<file path="config.mk">
export PLATFORM = sky130hd
export DESIGN_NAME = down_count_monitor
export DESIGN_NICKNAME = d
export VERILOG_FILES = /design/src/rtl/down_count_pkg.sv /design/src/rtl/sat_counter.sv /design/src/rtl/down_count_monitor.sv
export SDC_FILE = /design/constraint.sdc
export NUM_CORES = 1
export LEC_CHECK = 0
export ABC_AREA = 0
export CELL_PAD_IN_SITES_DETAIL_PLACEMENT = 1
export CELL_PAD_IN_SITES_GLOBAL_PLACEMENT = 1
export CORE_ASPECT_RATIO = 0.6
export CORE_MARGIN = 1.5
export CORE_UTILIZATION = 34
export DETAILED_ROUTE_END_ITERATION = 12
export PLACE_DENSITY = 0.81
export REMOVE_ABC_BUFFERS = 1
export SETUP_SLACK_MARGIN = 0.5
export SKIP_LAST_GASP = 1
export SYNTH_ARGS = -nofsm -noshare
export SYNTH_HDL_FRONTEND = slang
export SYNTH_SLANG_ARGS = --single-unit
</file>
<file path="constraint.sdc">
create_clock -name clk -period 2.55 [get_ports clk]
set_clock_uncertainty 0.1 [all_clocks]
set_input_delay 0.51 -clock clk [delete_from_list [all_inputs] [get_ports clk]]
set_output_delay 0.51 -clock clk [all_outputs]
set_load 0.05 [all_outputs]
</file>
<file path="src/rtl/down_count_pkg.sv">
// Shared definitions for the down-counter monitor.
//   - FSM state encodings (EMPTY, ACQ, TRACK)
//   - all_ones(): all-ones pattern of a given width (reload / wrap target)
//   - width_ok() / lock_samples_ok(): parameter range checks used at elaboration
package down_count_pkg;

  localparam logic [1:0] EMPTY = 2'd0;  // nothing sampled since reset
  localparam logic [1:0] ACQ   = 2'd1;  // counting consecutive good decrements
  localparam logic [1:0] TRACK = 2'd2;  // locked; every step is checked

  localparam int RUN_W = 4;  // run counter width; holds LOCK_SAMPLES up to 15

  // Helper is 32 bits wide, which bounds the supported count width.
  function automatic logic [31:0] all_ones(input int w);
    if (w >= 32) return 32'hFFFF_FFFF;
    return (32'd1 << w) - 32'd1;
  endfunction

  function automatic bit width_ok(input int w);
    return (w >= 2) && (w <= 32);
  endfunction

  function automatic bit lock_samples_ok(input int n);
    return (n >= 1) && (n <= 15);
  endfunction

endpackage

</file>
<file path="src/rtl/sat_counter.sv">
// Saturating up-counter used for the monitor's statistics.
//   clk  in   clock, rising edge
//   rst  in   synchronous active-high reset (q -> 0)
//   clr  in   synchronous clear (q -> 0); wins over inc
//   inc  in   increment request; ignored once q is all-ones
//   q    out  CNT_W-bit count, sticks at 2^CNT_W-1
module sat_counter #(
  parameter int CNT_W = 8
) (
  input  logic             clk,
  input  logic             rst,
  input  logic             clr,
  input  logic             inc,
  output logic [CNT_W-1:0] q
);

  // NOTE: sequential state is updated with non-blocking assignments only, so
  // every flop samples the pre-edge values regardless of block ordering.
  always_ff @(posedge clk) begin
    if (rst || clr) begin
      q <= '0;
    end else if (inc && (q != '1)) begin
      q <= q + CNT_W'(1);
    end
  end

endmodule

</file>
<file path="src/rtl/down_count_monitor.sv">
// Downstream checker for a free-running synchronous down counter.
// Each valid sample is compared against the previous one: a decrement by one
// (mod 2^WIDTH) is a match, a jump to all-ones from non-zero is a reload,
// anything else is bad. After LOCK_SAMPLES consecutive matches the monitor
// locks (TRACK) and from then on reports terminal count, wrap and error
// events, with saturating statistics.
//   clk           in   clock, rising edge
//   rst           in   synchronous active-high reset
//   cnt_in        in   WIDTH  count value from the upstream counter
//   cnt_valid     in   sample strobe
//   clr           in   clears wrap_count, err_count, err_sticky
//   locked        out  high while in TRACK
//   tc_pulse      out  0 sampled while tracking
//   wrap_pulse    out  0 -> all-ones step while tracking
//   reload_pulse  out  non-wrap jump to all-ones (ACQ or TRACK)
//   err_pulse     out  bad step while tracking
//   err_sticky    out  latched error flag
//   wrap_count    out  CNT_W  saturating wrap counter
//   err_count     out  CNT_W  saturating error counter
module down_count_monitor
  import down_count_pkg::*;
#(
  parameter int WIDTH        = 3,
  parameter int LOCK_SAMPLES = 2,
  parameter int CNT_W        = 8
) (
  input  logic             clk,
  input  logic             rst,
  input  logic [WIDTH-1:0] cnt_in,
  input  logic             cnt_valid,
  input  logic             clr,
  output logic             locked,
  output logic             tc_pulse,
  output logic             wrap_pulse,
  output logic             reload_pulse,
  output logic             err_pulse,
  output logic             err_sticky,
  output logic [CNT_W-1:0] wrap_count,
  output logic [CNT_W-1:0] err_count
);

  if (!width_ok(WIDTH)) begin : g_bad_width
    $error("down_count_monitor: WIDTH must be in 2..32");
  end
  if (!lock_samples_ok(LOCK_SAMPLES)) begin : g_bad_lock
    $error("down_count_monitor: LOCK_SAMPLES must be in 1..15");
  end

  localparam logic [WIDTH-1:0] ONES   = WIDTH'(all_ones(WIDTH));
  localparam logic [RUN_W-1:0] LOCK_N = RUN_W'(LOCK_SAMPLES);

  logic [1:0]       state, state_next;
  logic [RUN_W-1:0] run, run_next, run_inc;
  logic [WIDTH-1:0] prev, exp_cnt;
  logic             match, wrap, reload;
  logic             tc_next, wrap_next, reload_next, err_next;

  // Classifier. match and reload are mutually exclusive: the only step that
  // lands on all-ones as a match is from 0, which reload excludes.
  assign exp_cnt = prev - WIDTH'(1);
  assign match   = (cnt_in == exp_cnt);
  assign wrap    = match && (prev == '0);
  assign reload  = (cnt_in == ONES) && (prev != '0);
  assign run_inc = run + RUN_W'(1);

  // NOTE: every signal written here gets a default first, so no path leaves
  // one unassigned and no latch is inferred.
  always_comb begin
    state_next  = state;
    run_next    = run;
    tc_next     = 1'b0;
    wrap_next   = 1'b0;
    reload_next = 1'b0;
    err_next    = 1'b0;
    if (cnt_valid) begin
      case (state)
        EMPTY: begin
          state_next = ACQ;
          run_next   = '0;
        end
        ACQ: begin
          // Reloads are reported while acquiring; errors, tc and wraps are not.
          reload_next = reload;
          if (match) begin
            if (run_inc == LOCK_N) begin
              state_next = TRACK;
              run_next   = '0;
            end else begin
              run_next = run_inc;
            end
          end else begin
            run_next = '0;
          end
        end
        TRACK: begin
          if (match) begin
            tc_next   = (cnt_in == '0);
            wrap_next = wrap;
          end else if (reload) begin
            reload_next = 1'b1;
            state_next  = ACQ;
            run_next    = '0;
          end else begin
            err_next   = 1'b1;
            state_next = ACQ;
            run_next   = '0;
          end
        end
        default: begin
          state_next = EMPTY;
          run_next   = '0;
        end
      endcase
    end
  end

  // NOTE: reset is synchronous, so it is simply the highest-priority branch
  // inside the clocked block rather than part of the sensitivity list.
  always_ff @(posedge clk) begin
    if (rst) begin
      state        <= EMPTY;
      run          <= '0;
      prev         <= '0;
      tc_pulse     <= 1'b0;
      wrap_pulse   <= 1'b0;
      reload_pulse <= 1'b0;
      err_pulse    <= 1'b0;
      err_sticky   <= 1'b0;
    end else begin
      state        <= state_next;
      run          <= run_next;
      if (cnt_valid) prev <= cnt_in;
      tc_pulse     <= tc_next;
      wrap_pulse   <= wrap_next;
      reload_pulse <= reload_next;
      err_pulse    <= err_next;
      // clr beats a simultaneous error; the err_pulse itself still fires.
      if (clr)           err_sticky <= 1'b0;
      else if (err_next) err_sticky <= 1'b1;
    end
  end

  assign locked = (state == TRACK);

  sat_counter #(.CNT_W(CNT_W)) u_wrap_count (
    .clk (clk),
    .rst (rst),
    .clr (clr),
    .inc (wrap_next),
    .q   (wrap_count)
  );

  sat_counter #(.CNT_W(CNT_W)) u_err_count (
    .clk (clk),
    .rst (rst),
    .clr (clr),
    .inc (err_next),
    .q   (err_count)
  );

endmodule
</file>
==> out/metrics.cfg, run 1 <==
[run_status]
status = finished clean

[worst_setup_path]
cp_cell_sequence = inv_2 > ha_4 > ha_4 > xor2_2 > and3_4 > or3_4 > or4_1 > a21oi_1
regToRegStartpoint = prev[0]
crit_top_cell = ha_4
reg2reg_to = u_err_count.q[7]
r2r_slack_ns = 0.29
critPathMaxStageDelay_ns = 0.48
startpoint_type = register
crit_type = register to register
reg2reg_depth = 8
cp_max_fo = 5
arrival_ns = 2.37
slowest_stage = or4_1
endpoint_kind = register
crit_required_ns = 2.66

[yosys]
yosysWarnings = 0
yosysMostFrequentCell = dfxtp_1
synth_area_leaders = dfxtp_1, ha_1, nor2_1, mux2i_1, nand3_1
yosysTopAreaCell = dfxtp_1
synth_area_sq_mm = 0.001533
synth_edf_count = 0
ys_seq_elements = 30
synthTopCellsByCount = dfxtp_1, nor2_1, nand3_1
ys_types = 34
ys_async_sr_fraction = 0
synth_cells = 177
synth_top_cell_area_share = 0.3918
ys.flop_type = dfxtp_1
synth-seq-area-share = 0.3918
syn_area_per_cell_sq_um = 8.659

[route]
drcViolationCount = 0
drtAntennaViolNets = 0
vias = 1470
wl_per_cell_microns = 15.89
drt_wl_total_microns = 4512
firstDrtPassIters = 4
drt_first_iter_violations = 55
viasPerCell = 5.176

[pwr]
pwr-share-clk = 0.378
switchingPower_mw = 0.2561
p_sw_frac = 0.2539
ir_worst_vdd_mv = 0.3436
p_per_area_mw_per_mm2 = 457.8
p_int_mw = 0.7526
share_seq_of_total_power = 0.476
leakage_nw = 0.9144
power_mw = 1.009
combPwrFrac = 0.146

[global_routing]
grt_max_degree = 18
antenna_found_initial = 0
gr-usage-all-layers = 0.1884
gr-total-overflow = 0
grt_first_pass_wirelength_microns = 6817
grt_pass1_vias = 1351

[placement]
port_buffers = 28
dp_hpwl_microns = 3011
place.gp.congestion = 0.7930

[sta]
slew-limit-headroom = 0.6458
fin_hold_ws_ns = 0.3633
tightest_slew_ns = 0.5288
fin_crit_sh = 0.8860
setup_violations = 0
maxSlewViolCount = 0
fin_crit_ns = 2.259
clock.fmax_mhz = 442.6
hold_violations = 0
rsz0062_at_grt = true

[floorplan]
initial_core_util = 0.3639
die_h_microns = 55.01
coreArea_sq_mm = 0.004212
pin_count = 29
die_area_sq_mm = 0.004933
dieWidth_microns = 89.68
num_rows = 18

[clocking]
cts_root_buffer = clkbuf_8
cts_buffers = 5
clk_pin_slew_ns = 0.06
clk_path_buf_depth = 2
cts-htree-levels = 2
clock_sinks = 30
cts_tree = built
insertion_delay_ns = 0.28

[cells_and_area]
syn_to_final_growth_pct = 43.75
final_net_count = 242
num_antenna_cells = 0
regArea_sq_um = 603.1
multiInputGateArea_sq_um = 997.2
n_fill_cell = 494
drive_above_1_share = 0.2366

[min_path]
hold_start = err_sticky
hold_depth = 2
hp-class = register to register
hold_path_end = err_sticky

[flow_run]
maxCapViolations = 0

==> per-stage QoR <==
stage                     setup slack [ns]   TNS, ns  cells  utilization  area [sq um]
after floorplan                    0.09325         0    171            -          1503
after global placement            -0.02154  -0.03961    271       0.4626          1948
after detailed placement          -0.08504   -0.1945    271       0.4626          1948
after CTS                           0.2707         0    280       0.4997          2105
after global routing                0.2241         0    284       0.5232          2203
final                               0.2906         0    284       0.5232          2203
==> area by class of cell <==
cell class	instances	share of cell area
Tap cell	60	0.03407
Timing Repair Buffer	47	0.1851
Clock buffer	6	0.03748
Inverter	10	0.01704
Multi-Input combinational cell	131	0.4526
Sequential cell	30	0.2737
==> power groups by stage <==
stage | clock (mW) | sequential, mW | combinational (mW)
floorplan | 0 | 0.488 | 0.0497
global placement | 0 | 0.489 | 0.0993
detailed placement | 0 | 0.489 | 0.105
CTS | 0.392 | 0.479 | 0.119
global route | 0.409 | 0.480 | 0.160
finish | 0.382 | 0.480 | 0.147
==> worst max-delay path by stage <==
stage | slack (ns) | depth (start not counted) | end | from
after floorplan | 0.09 | 6 | u_err_count.q[5] | state[0]
after global placement | -0.02 | 6 | u_err_count.q[7] | cnt_in[1]
after detailed placement | -0.09 | 6 | u_err_count.q[7] | cnt_in[1]
after CTS | 0.27 | 8 | u_err_count.q[7] | prev[0]
after global routing | 0.22 | 8 | u_err_count.q[7] | prev[1]
final | 0.29 | 8 | u_err_count.q[7] | prev[0]
==> worst max-delay path, delay by kind of cell, from the launching register on <==
kind	cells	cell delay [ns]
and+or+nand+nor	3	1.04
DFF	1	0.35
AOI/OAI and AO/OA	1	0.14
adders and majority gates	2	0.36
xor gates and xnor gates	1	0.14
buffers and inverters	1	0.05
==> routing by layer <==
layer	up-vias	part of all wire	GRT usage
met1	717	0.47	0.2417
li1	720	-	-
met5	-	0	0
met2	24	0.48	0.3221
met4	0	0.015	0.05641
met3	9	0.033	0.04154
==> cells by family (layout without fill, tap and decap cells) <==
| logic type | after synthesis | count (layout) | share of synthesized area |
|---|---|---|---|
| buffers and inverters | 16 | 63 | 0.04409 |
| flip-flops | 30 | 30 | 0.3918 |
| XOR/XNOR | 12 | 12 | 0.06857 |
| multiplexers | 8 | 8 | 0.05225 |
| AND/OR/NAND/NOR | 81 | 81 | 0.2857 |
| AO/OA/AOI/OAI | 20 | 20 | 0.07592 |
| adder cells (fa/ha/maj) | 10 | 10 | 0.08163 |
==> sequential cells by signal, indices dropped and copies added, names as in the netlist <==
name and count:
u_err_count.q 8, err_pulse 1, reload_pulse 1, u_wrap_count.q 8, err_sticky 1, prev 3
tc_pulse 1, run 4, wrap_pulse 1, state 2
==> placed cells by master (no fill, tap or decap), drive strengths merged, types with 4 or more instances in the layout <==
cell type	n
dlygate4sd2	19
inv	10
dfxtp	30
o21ai	5
nor2	25
a21oi	8
xnor2	6
nor4	7
clkbuf	6
and4	4
nand2	10
mux2i	8
xor2	6
ha	10
nand3	11
nand4	6
clkdlybuf4s50	7
buf	20
==> timing repair <==
| item | in CTS | in global routing |
|---|---|---|
| pin swaps | 13 | 8 |
| hold buffers | 0 | 0 |
| gates resized for setup | 36 | 19 |
| setup buffers | 3 | 4 |
| setup endpoints to repair | 38 | 21 |
Power figures use the tool's default switching activity.
==> run 2: changes to the inputs <==
- SKIP_CTS_REPAIR_TIMING: unset -> 1
==> out/metrics.cfg, run 2 (same netlist as run 1, synthesis figures left out) <==
[run_status]
status = finished clean  ; unchanged

[cells_and_area]
finish.utilization = 0.5401  ; was 0.5232
top_regs = u_err_count.q (8), u_wrap_count.q (8), run (4)  ; unchanged
drive_above_1_share = 0.2242  ; was 0.2366
final_common_cell = dfxtp_1  ; unchanged
finalNonFillerCells = 283  ; was 284
final_cell_mix = dfxtp_1, nor2_1, dlymetal6s2s_1  ; was dfxtp_1, nor2_1, dlygate4sd2_1
final_net_count = 241  ; was 242
final_design_area_no_fill_sq_mm = 0.002275  ; was 0.002203 sq mm
syn_to_final_growth_pct = 48.41  ; was 43.75%
num_antenna_cells = 0  ; unchanged

[sta]
setup_tns_ns = 0  ; unchanged
finalWorstSetupSlack_ns = 0.2407  ; was 0.2906 ns
tightest_slew_ns = 0.5103  ; was 0.5288 ns
fin_crit_sh = 0.9056  ; was 0.8860
fin_crit_ns = 2.309  ; was 2.259 ns
clock.fmax_mhz = 433.0  ; was 442.6 MHz
slew-limit-headroom = 0.6588  ; was 0.6458
rsz0062_at_grt = true  ; unchanged
fin_hold_ws_ns = 0.3664  ; was 0.3633 ns
setup_violations = 0  ; unchanged
maxSlewViolCount = 0  ; unchanged
hold_violations = 0  ; unchanged

[pwr]
share_seq_of_total_power = 0.473  ; was 0.476
pwr-share-clk = 0.376  ; was 0.378
power_mw = 1.015  ; was 1.009 mW
p_sw_frac = 0.2549  ; was 0.2539
p_int_mw = 0.7559  ; was 0.7526 mW
switchingPower_mw = 0.2586  ; was 0.2561 mW
combPwrFrac = 0.151  ; was 0.146
ir_worst_vdd_mv = 0.2310  ; was 0.3436 mV
leakage_nw = 1.173  ; was 0.9144 nW
p_per_area_mw_per_mm2 = 446.0  ; was 457.8 mW/mm^2

[clocking]
cts_root_buffer = clkbuf_8  ; unchanged
clk_pin_slew_ns = 0.06  ; about the same
clock_sinks = 30  ; unchanged
insertion_delay_ns = 0.28  ; about the same
cts_buffers = 5  ; unchanged
cts-htree-levels = 2  ; unchanged
cts_tree = built  ; unchanged
clk_path_buf_depth = 2  ; unchanged

[flow_run]
maxCapViolations = 0  ; unchanged

[placement]
placed_cells = 271  ; unchanged
post-place-ws_ns = -0.08504  ; unchanged
port_buffers = 28  ; unchanged
place.gp.congestion = 0.7930  ; unchanged
placed_area_sq_mm = 0.001948  ; unchanged
dp_hpwl_microns = 3011  ; unchanged

[floorplan]
pin_count = 29  ; unchanged
initial_core_util = 0.3639  ; unchanged
dieWidth_microns = 89.68  ; unchanged
coreArea_sq_mm = 0.004212  ; unchanged
die_h_microns = 55.01  ; unchanged
num_rows = 18  ; unchanged
die_area_sq_mm = 0.004933  ; unchanged

[worst_setup_path]
path_buf_inv = 1  ; unchanged
cp_top_family = simple AND/OR/NAND/NOR gates  ; unchanged
endpoint_kind = register  ; unchanged
startpoint_type = register  ; unchanged
cp_cell_sequence = inv_2 > ha_4 > ha_4 > xor2_2 > and3_4 > or3_4 > or4_1 > a21oi_1  ; unchanged
crit_required_ns = 2.66  ; about the same
crit_type = register to register  ; unchanged
crit_top_cell = ha_4  ; unchanged
r2r_slack_ns = 0.24  ; was 0.29 ns
cp_max_fo = 6  ; was 5
arrival_ns = 2.42  ; was 2.37 ns
slowest_stage = or4_1  ; unchanged
critPathMaxStageDelay_ns = 0.51  ; was 0.48 ns

[global_routing]
antenna_found_initial = 0  ; unchanged
gr-usage-all-layers = 0.1734  ; was 0.1884
grt_first_pass_wirelength_microns = 6285  ; was 6817 microns
grt_pass1_vias = 1242  ; was 1351
gr-total-overflow = 0  ; unchanged
grt_max_degree = 18  ; unchanged

[min_path]
hp-class = register to register  ; unchanged

[route]
firstDrtPassIters = 4  ; unchanged
drcViolationCount = 0  ; unchanged
drt_wl_total_microns = 4845  ; was 4512 microns
drt_first_iter_violations = 58  ; was 55
viasPerCell = 5.240  ; was 5.176
wl_per_cell_microns = 17.12  ; was 15.89 microns
vias = 1483  ; was 1470
drtAntennaViolNets = 0  ; unchanged

run 2: worst reg2reg max path, delay by kind of cell, from the launching register on:
kind / cells / cell delay [ns]
AO/OA/AOI/OAI: 1 / 0.13
XOR/XNOR: 1 / 0.15
adder cells (fa/ha/maj): 2 / 0.36
buffers and inverters: 1 / 0.05
flip-flops: 1 / 0.35
AND/OR/NAND/NOR: 3 / 1.10
run 2: cell type report:
cell class / count / area, sq um
Fill cell: 485 / 1937
Multi-Input combinational cell: 131 / 1001
Timing Repair Buffer: 46 / 475.5
Sequential cell: 30 / 603.1
Tap cell: 60 / 75.07
Inverter: 10 / 37.54
Clock buffer: 6 / 82.58
run 2: metal layers:
| metal | global-route usage | vias to the layer above | wire length (microns) | part of all wire |
|---|---|---|---|---|
| met5 | 0 | - | 0 | 0 |
| met4 | 0.05385 | 0 | 91 | 0.019 |
| met3 | 0.04006 | 12 | 213 | 0.044 |
| met2 | 0.2662 | 35 | 2300 | 0.47 |
| met1 | 0.2424 | 722 | 2240 | 0.46 |
| li1 | - | 714 | - | - |
run 2: power groups by stage:
stage	Clock [mW]	Sequential, mW	Combinational, mW
after floorplan	0	0.488	0.0497
after CTS	0.392	0.479	0.105
after global routing	0.408	0.480	0.165
after global placement	0	0.489	0.0993
after detailed placement	0	0.489	0.105
final	0.382	0.480	0.153
run 2: final timing paths:
| path | from | end | depth (start not counted) |
|---|---|---|---|
| max | prev[0] | u_err_count.q[5] | 8 |
| min | err_sticky | err_sticky | 2 |
| max reg2reg | prev[0] | u_err_count.q[5] | 8 |
| min reg2reg | err_sticky | err_sticky | 2 |
==> run 3: changes to the inputs <==
- CORE_UTILIZATION: 34 -> 41
- DONT_BUFFER_PORTS: unset -> 1
- PLACE_DENSITY: 0.81 -> 0.8
==> out/metrics.cfg, run 3 (same netlist as run 1, synthesis figures left out) <==
[placement]
place.gp.congestion = 0.8508  ; was 0.7930
dp_hpwl_microns = 3262  ; was 3011 microns
placed_cells = 233  ; was 271
port_buffers = 0  ; was 28
post-place-ws_ns = -0.04123  ; was -0.08504 ns

[sta]
hold_violations = 0  ; unchanged
fin_hold_ws_ns = 0.1762  ; was 0.3664 ns
setup_violations = 0  ; unchanged
setup_tns_ns = 0  ; unchanged
rsz0062_at_grt = true  ; unchanged
fin_crit_sh = 0.9145  ; was 0.9056
clock.fmax_mhz = 428.8  ; was 433.0 MHz
fin_crit_ns = 2.332  ; was 2.309 ns
slew-limit-headroom = 0.6030  ; was 0.6588
finalWorstSetupSlack_ns = 0.2181  ; was 0.2407 ns
tightest_slew_ns = 0.5947  ; was 0.5103 ns
maxSlewViolCount = 0  ; unchanged

[clocking]
cts_tree = built  ; unchanged
cts_root_buffer = clkbuf_8  ; unchanged
clk_path_buf_depth = 2  ; unchanged
cts-htree-levels = 2  ; unchanged
insertion_delay_ns = 0.29  ; was 0.28 ns
clk_pin_slew_ns = 0.06  ; about the same
clock_sinks = 30  ; unchanged
cts_buffers = 5  ; unchanged

[worst_setup_path]
crit_type = register to register  ; unchanged
arrival_ns = 2.46  ; was 2.42 ns
endpoint_kind = register  ; unchanged
r2r_slack_ns = 0.22  ; was 0.24 ns
cp_max_fo = 7  ; was 6
startpoint_type = register  ; unchanged
regToRegStartpoint = prev[1]  ; was prev[0]
crit_required_ns = 2.68  ; was 2.66 ns
reg2reg_depth = 8  ; unchanged
startpoint = prev[1]  ; was prev[0]
reg2reg_to = u_err_count.q[5]  ; unchanged

[pwr]
switchingPower_mw = 0.2559  ; was 0.2586 mW
pwr-share-clk = 0.389  ; was 0.376
ir_worst_vdd_mv = 0.3972  ; was 0.2310 mV
p_per_area_mw_per_mm2 = 489.2  ; was 446.0 mW/mm^2
p_sw_frac = 0.2555  ; was 0.2549
combPwrFrac = 0.132  ; was 0.151
p_int_mw = 0.7454  ; was 0.7559 mW
share_seq_of_total_power = 0.479  ; was 0.473
leakage_nw = 0.7758  ; was 1.173 nW

[cells_and_area]
final_net_count = 225  ; was 241
syn_to_final_growth_pct = 33.55  ; was 48.41%
num_antenna_cells = 0  ; unchanged
drive_above_1_share = 0.3140  ; was 0.2242
final_cell_mix = dfxtp_1, buf_4, nor2_1  ; was dfxtp_1, nor2_1, dlymetal6s2s_1
top_regs = u_err_count.q (8), u_wrap_count.q (8), run (4)  ; unchanged
finish.utilization = 0.6015  ; was 0.5401
finalNonFillerCells = 252  ; was 283
final_common_cell = dfxtp_1  ; unchanged

[route]
firstDrtPassIters = 4  ; unchanged
drt_first_iter_violations = 65  ; was 58
vias = 1522  ; was 1483
drt_wl_total_microns = 5644  ; was 4845 microns
drtAntennaViolNets = 0  ; unchanged
wl_per_cell_microns = 22.40  ; was 17.12 microns
drcViolationCount = 0  ; unchanged
viasPerCell = 6.040  ; was 5.240

[floorplan]
pin_count = 29  ; unchanged
dieWidth_microns = 81.94  ; was 89.68 microns
initial_core_util = 0.4504  ; was 0.3639
die_h_microns = 50.36  ; was 55.01 microns
die_area_sq_mm = 0.004126  ; was 0.004933 sq mm
coreArea_sq_mm = 0.003403  ; was 0.004212 sq mm
num_rows = 16  ; was 18

[global_routing]
grt_first_pass_wirelength_microns = 7134  ; was 6285 microns
antenna_found_initial = 0  ; unchanged
gr-usage-all-layers = 0.2306  ; was 0.1734
gr-total-overflow = 0  ; unchanged
grt_max_degree = 18  ; unchanged
grt_pass1_vias = 1499  ; was 1242

[min_path]
hold_path_end = run[2]  ; was err_sticky
hold_start = rst  ; was err_sticky
hold_depth = 1  ; was 2
hp-class = input port to register  ; was register to register

[run_status]
status = finished clean  ; unchanged

[flow_run]
maxCapViolations = 0  ; unchanged

-- run 3: changes by cell type in the layout (fill, tap and decap cells not counted), sizes merged --
cell,change
dlymetal6s2s,-21
clkdlybuf4s50,-7
buf,+12
-- run 3: metal layers --
metal / part of all wire / GRT usage / up-vias
met4: 0.018 / 0.08192 / 0
met1: 0.43 / 0.2678 / 773
met5: 0 / 0 / -
met2: 0.49 / 0.3866 / 51
met3: 0.061 / 0.08727 / 12
li1: - / - / 686
-- run 3: final cells by class --
type                       instances  area [sq um]
timing repair buffer              30         244.0
tap                               45         56.30
fill                             398          1356
multi-input combinational        131          1023
sequential                        30         603.1
inverter                          10         37.54
clock buffer                       6         82.58
-- run 3: worst max-delay path, stage by stage, from the launching register on --
cell and delay [ns]:
dfxtp_2 0.34, inv_2 0.05, ha_4 0.15, ha_4 0.23
xor2_4 0.16, and3_4 0.18, or3_4 0.41, or4_1 0.52
a21oi_1 0.12
-- run 3: metrics by stage --
stage	area, sq um	power (mW)
2_1_floorplan	1503	0.5376
3_3_place_gp	1687	0.5522
3_5_place_dp	1687	0.5606
4_1_cts	1769	0.9410
5_1_grt	2047	1.030
6_report	2047	1.001
-- run 3: worst max path at each step --
stage	end	slack (ns)	cells past startpoint
floorplan	u_err_count.q[5]	0.09	6
global placement	u_err_count.q[7]	0.12	8
detailed placement	u_err_count.q[7]	-0.04	8
CTS	u_err_count.q[7]	-0.04	8
global route	u_err_count.q[5]	0.15	8
finish	u_err_count.q[5]	0.22	8
-- run 3: power by group through the flow --
| stage | registers (mW) | clock network, mW | logic, mW |
|---|---|---|---|
| 6_report | 0.480 | 0.390 | 0.132 |
| 5_1_grt | 0.480 | 0.411 | 0.139 |
| 4_1_cts | 0.479 | 0.390 | 0.0715 |
| 3_5_place_dp | 0.490 | 0 | 0.0710 |
| 3_3_place_gp | 0.488 | 0 | 0.0637 |
| 2_1_floorplan | 0.488 | 0 | 0.0497 |
==> variant (config.mk and constraints of run 1) <==
Change the parameter `WIDTH` from 3 to 6.
--- a/src/rtl/down_count_monitor.sv
+++ b/src/rtl/down_count_monitor.sv
@@ -22,3 +22,3 @@
 #(
-  parameter int WIDTH        = 3,
+  parameter int WIDTH        = 6,
   parameter int LOCK_SAMPLES = 2,
Interface: changed (resized cnt_in); port bits go from 29 to 32. The function was not compared with the original's and may differ.
==> variant against run 1 <==
- synthesized cell count grew 16%
- worst setup slack gained 0.086 ns
- routed wire length grew 42%
- die area grew 17%
- area after synthesis grew 18%
- non-clock buffer count grew 16
- power grew 17%
- sequential cell count grew 3
- design area grew 26%
- global-route usage grew 3.3 points
- clock power grew 11%
- critical path type unchanged
- critical endpoint is now u_err_count.q[4]
- largest power group unchanged
==> variant: results (changes against run 1) <==
largest net degree at the start of global routing 14 (-4); root buf cell clkbuf_8; hpwl dp 4190 µm (+39%); hold-critical path endpoint err_sticky; peak supply drop 203 µV (-41%); sequential share of the synthesized area 0.366 (-0.0259); DRT Wirelength 6400 µm (+42%); WHS Path Cells 1 (-1); CP max stage delay 0.43 ns (-0.05 ns); switching part of the total 0.291 (+0.0367); reg2reg end u_err_count.q[4]; commonest cells in the synthesized netlist 33 x dfxtp_1, 17 x nor2_1, 12 x inv_1, 12 x mux2i_1, 12 x nand3_1; Critical Path Fanout Max 6 (+1); fill count 580 (+17%); synth warn 0 (unchanged); first-pass GRT wire length 9770 µm (+43%); number of diodes 0 (unchanged); WHS 0.404 ns (+0.0407 ns); fin. max-slew vios 0 (unchanged); R2R setup slack 0.38 ns (+0.09 ns); share of layout cells above drive strength 1 0.330 (+0.0930); P_leak 1.17 nW (+28%); Slew @ Worst Pin 0.517 ns (-0.0116 ns); top cells by area, synth dfxtp_1 37%, mux2i_1 6.7%, ha_1 6.2%; Synth cell types 47 (+38%); GR Util All Layers 0.221 (+0.0329); vias post-DR 1888 (+28%); status completed; DRT iter0 DRCs 38 (-31%); Worst-Skew Late Latency 0.30 ns (+0.02 ns); GP Congestion 0.853 (+7.5%); largest registers u_err_count.q (8), u_wrap_count.q (8), prev (6); crit path DAT 2.31 ns (-0.06 ns); Final #Nets 289 (+19%); slowest cell on the critical path or4_4; input/output buffers 31 (+11%)
-- variant: cell type report --
type | instances | area, µm² | share of cell area
inverter | 12 | 50.0 | 0.0180
sequential | 33 | 672 | 0.241
multi-input combinational | 155 | 1380 | 0.493
timing repair buffer | 63 | 520 | 0.187
tap | 66 | 82.6 | 0.0296
clock buffer | 7 | 86.3 | 0.0310
-- variant: worst max-delay path: cells and delay by family (launching register included) --
family	cells	cell delay (ns)
XOR/XNOR	1	0.14
AO/OA/AOI/OAI	4	0.85
adder cells (fa/ha/maj)	1	0.17
buffers and inverters	1	0.05
flip-flops	1	0.36
AND/OR/NAND/NOR	1	0.43
-- variant: worst max path at each step --
| stage | startpoint | end | slack, ns |
|---|---|---|---|
| detailed placement | cnt_in[4] | u_err_count.q[5] | -0.33 |
| floorplan | prev[0] | u_err_count.q[5] | 0.27 |
| global placement | cnt_in[2] | u_err_count.q[5] | -0.18 |
| finish | prev[0] | u_err_count.q[4] | 0.38 |
| CTS | prev[0] | u_err_count.q[4] | 0.33 |
| global route | prev[1] | run[3] | 0.33 |
-- variant: kinds of logic after synthesis --
logic type / count (synthesis) / share of synthesized area
flip-flops: 33 / 0.366
AO/OA/AOI/OAI: 40 / 0.158
adder cells (fa/ha/maj): 9 / 0.0624
XOR/XNOR: 12 / 0.0582
buffers and inverters: 18 / 0.0381
AND/OR/NAND/NOR: 82 / 0.251
multiplexers: 12 / 0.0665
-- variant: layer usage --
layer,share of wire,track usage,up-vias,wire (µm)
met5,0,0,-,0
met1,0.46,0.285,938,2970
met4,0.020,0.0745,0,129
met2,0.47,0.365,52,2980
met3,0.050,0.0625,12,320
li1,-,-,886,-
-- variant: through the flow --
stage,util,cells,cell area [µm²],setup WS (ns),TNS (ns)
finish,0.549,336,2790,0.377,0
global route,0.549,336,2790,0.332,0
detailed placement,0.461,319,2340,-0.325,-2.24
floorplan,-,200,1780,0.272,0
global placement,0.461,319,2340,-0.178,-0.739
CTS,0.518,331,2630,0.328,0
-- variant: power by group through the flow --
stage | registers [mW] | logic, mW | clock network [mW]
3_5_place_dp | 0.541 | 0.159 | 0
4_1_cts | 0.531 | 0.188 | 0.434
2_1_floorplan | 0.540 | 0.0805 | 0
3_3_place_gp | 0.541 | 0.151 | 0
5_1_grt | 0.532 | 0.234 | 0.454
6_report | 0.531 | 0.221 | 0.425
-- variant: repair_timing --
action,in CTS,in global routing
resized for setup,75,26
cloned,0,0
pin swaps,24,22
buffers inserted,5,5
setup endpoints to repair,44,27
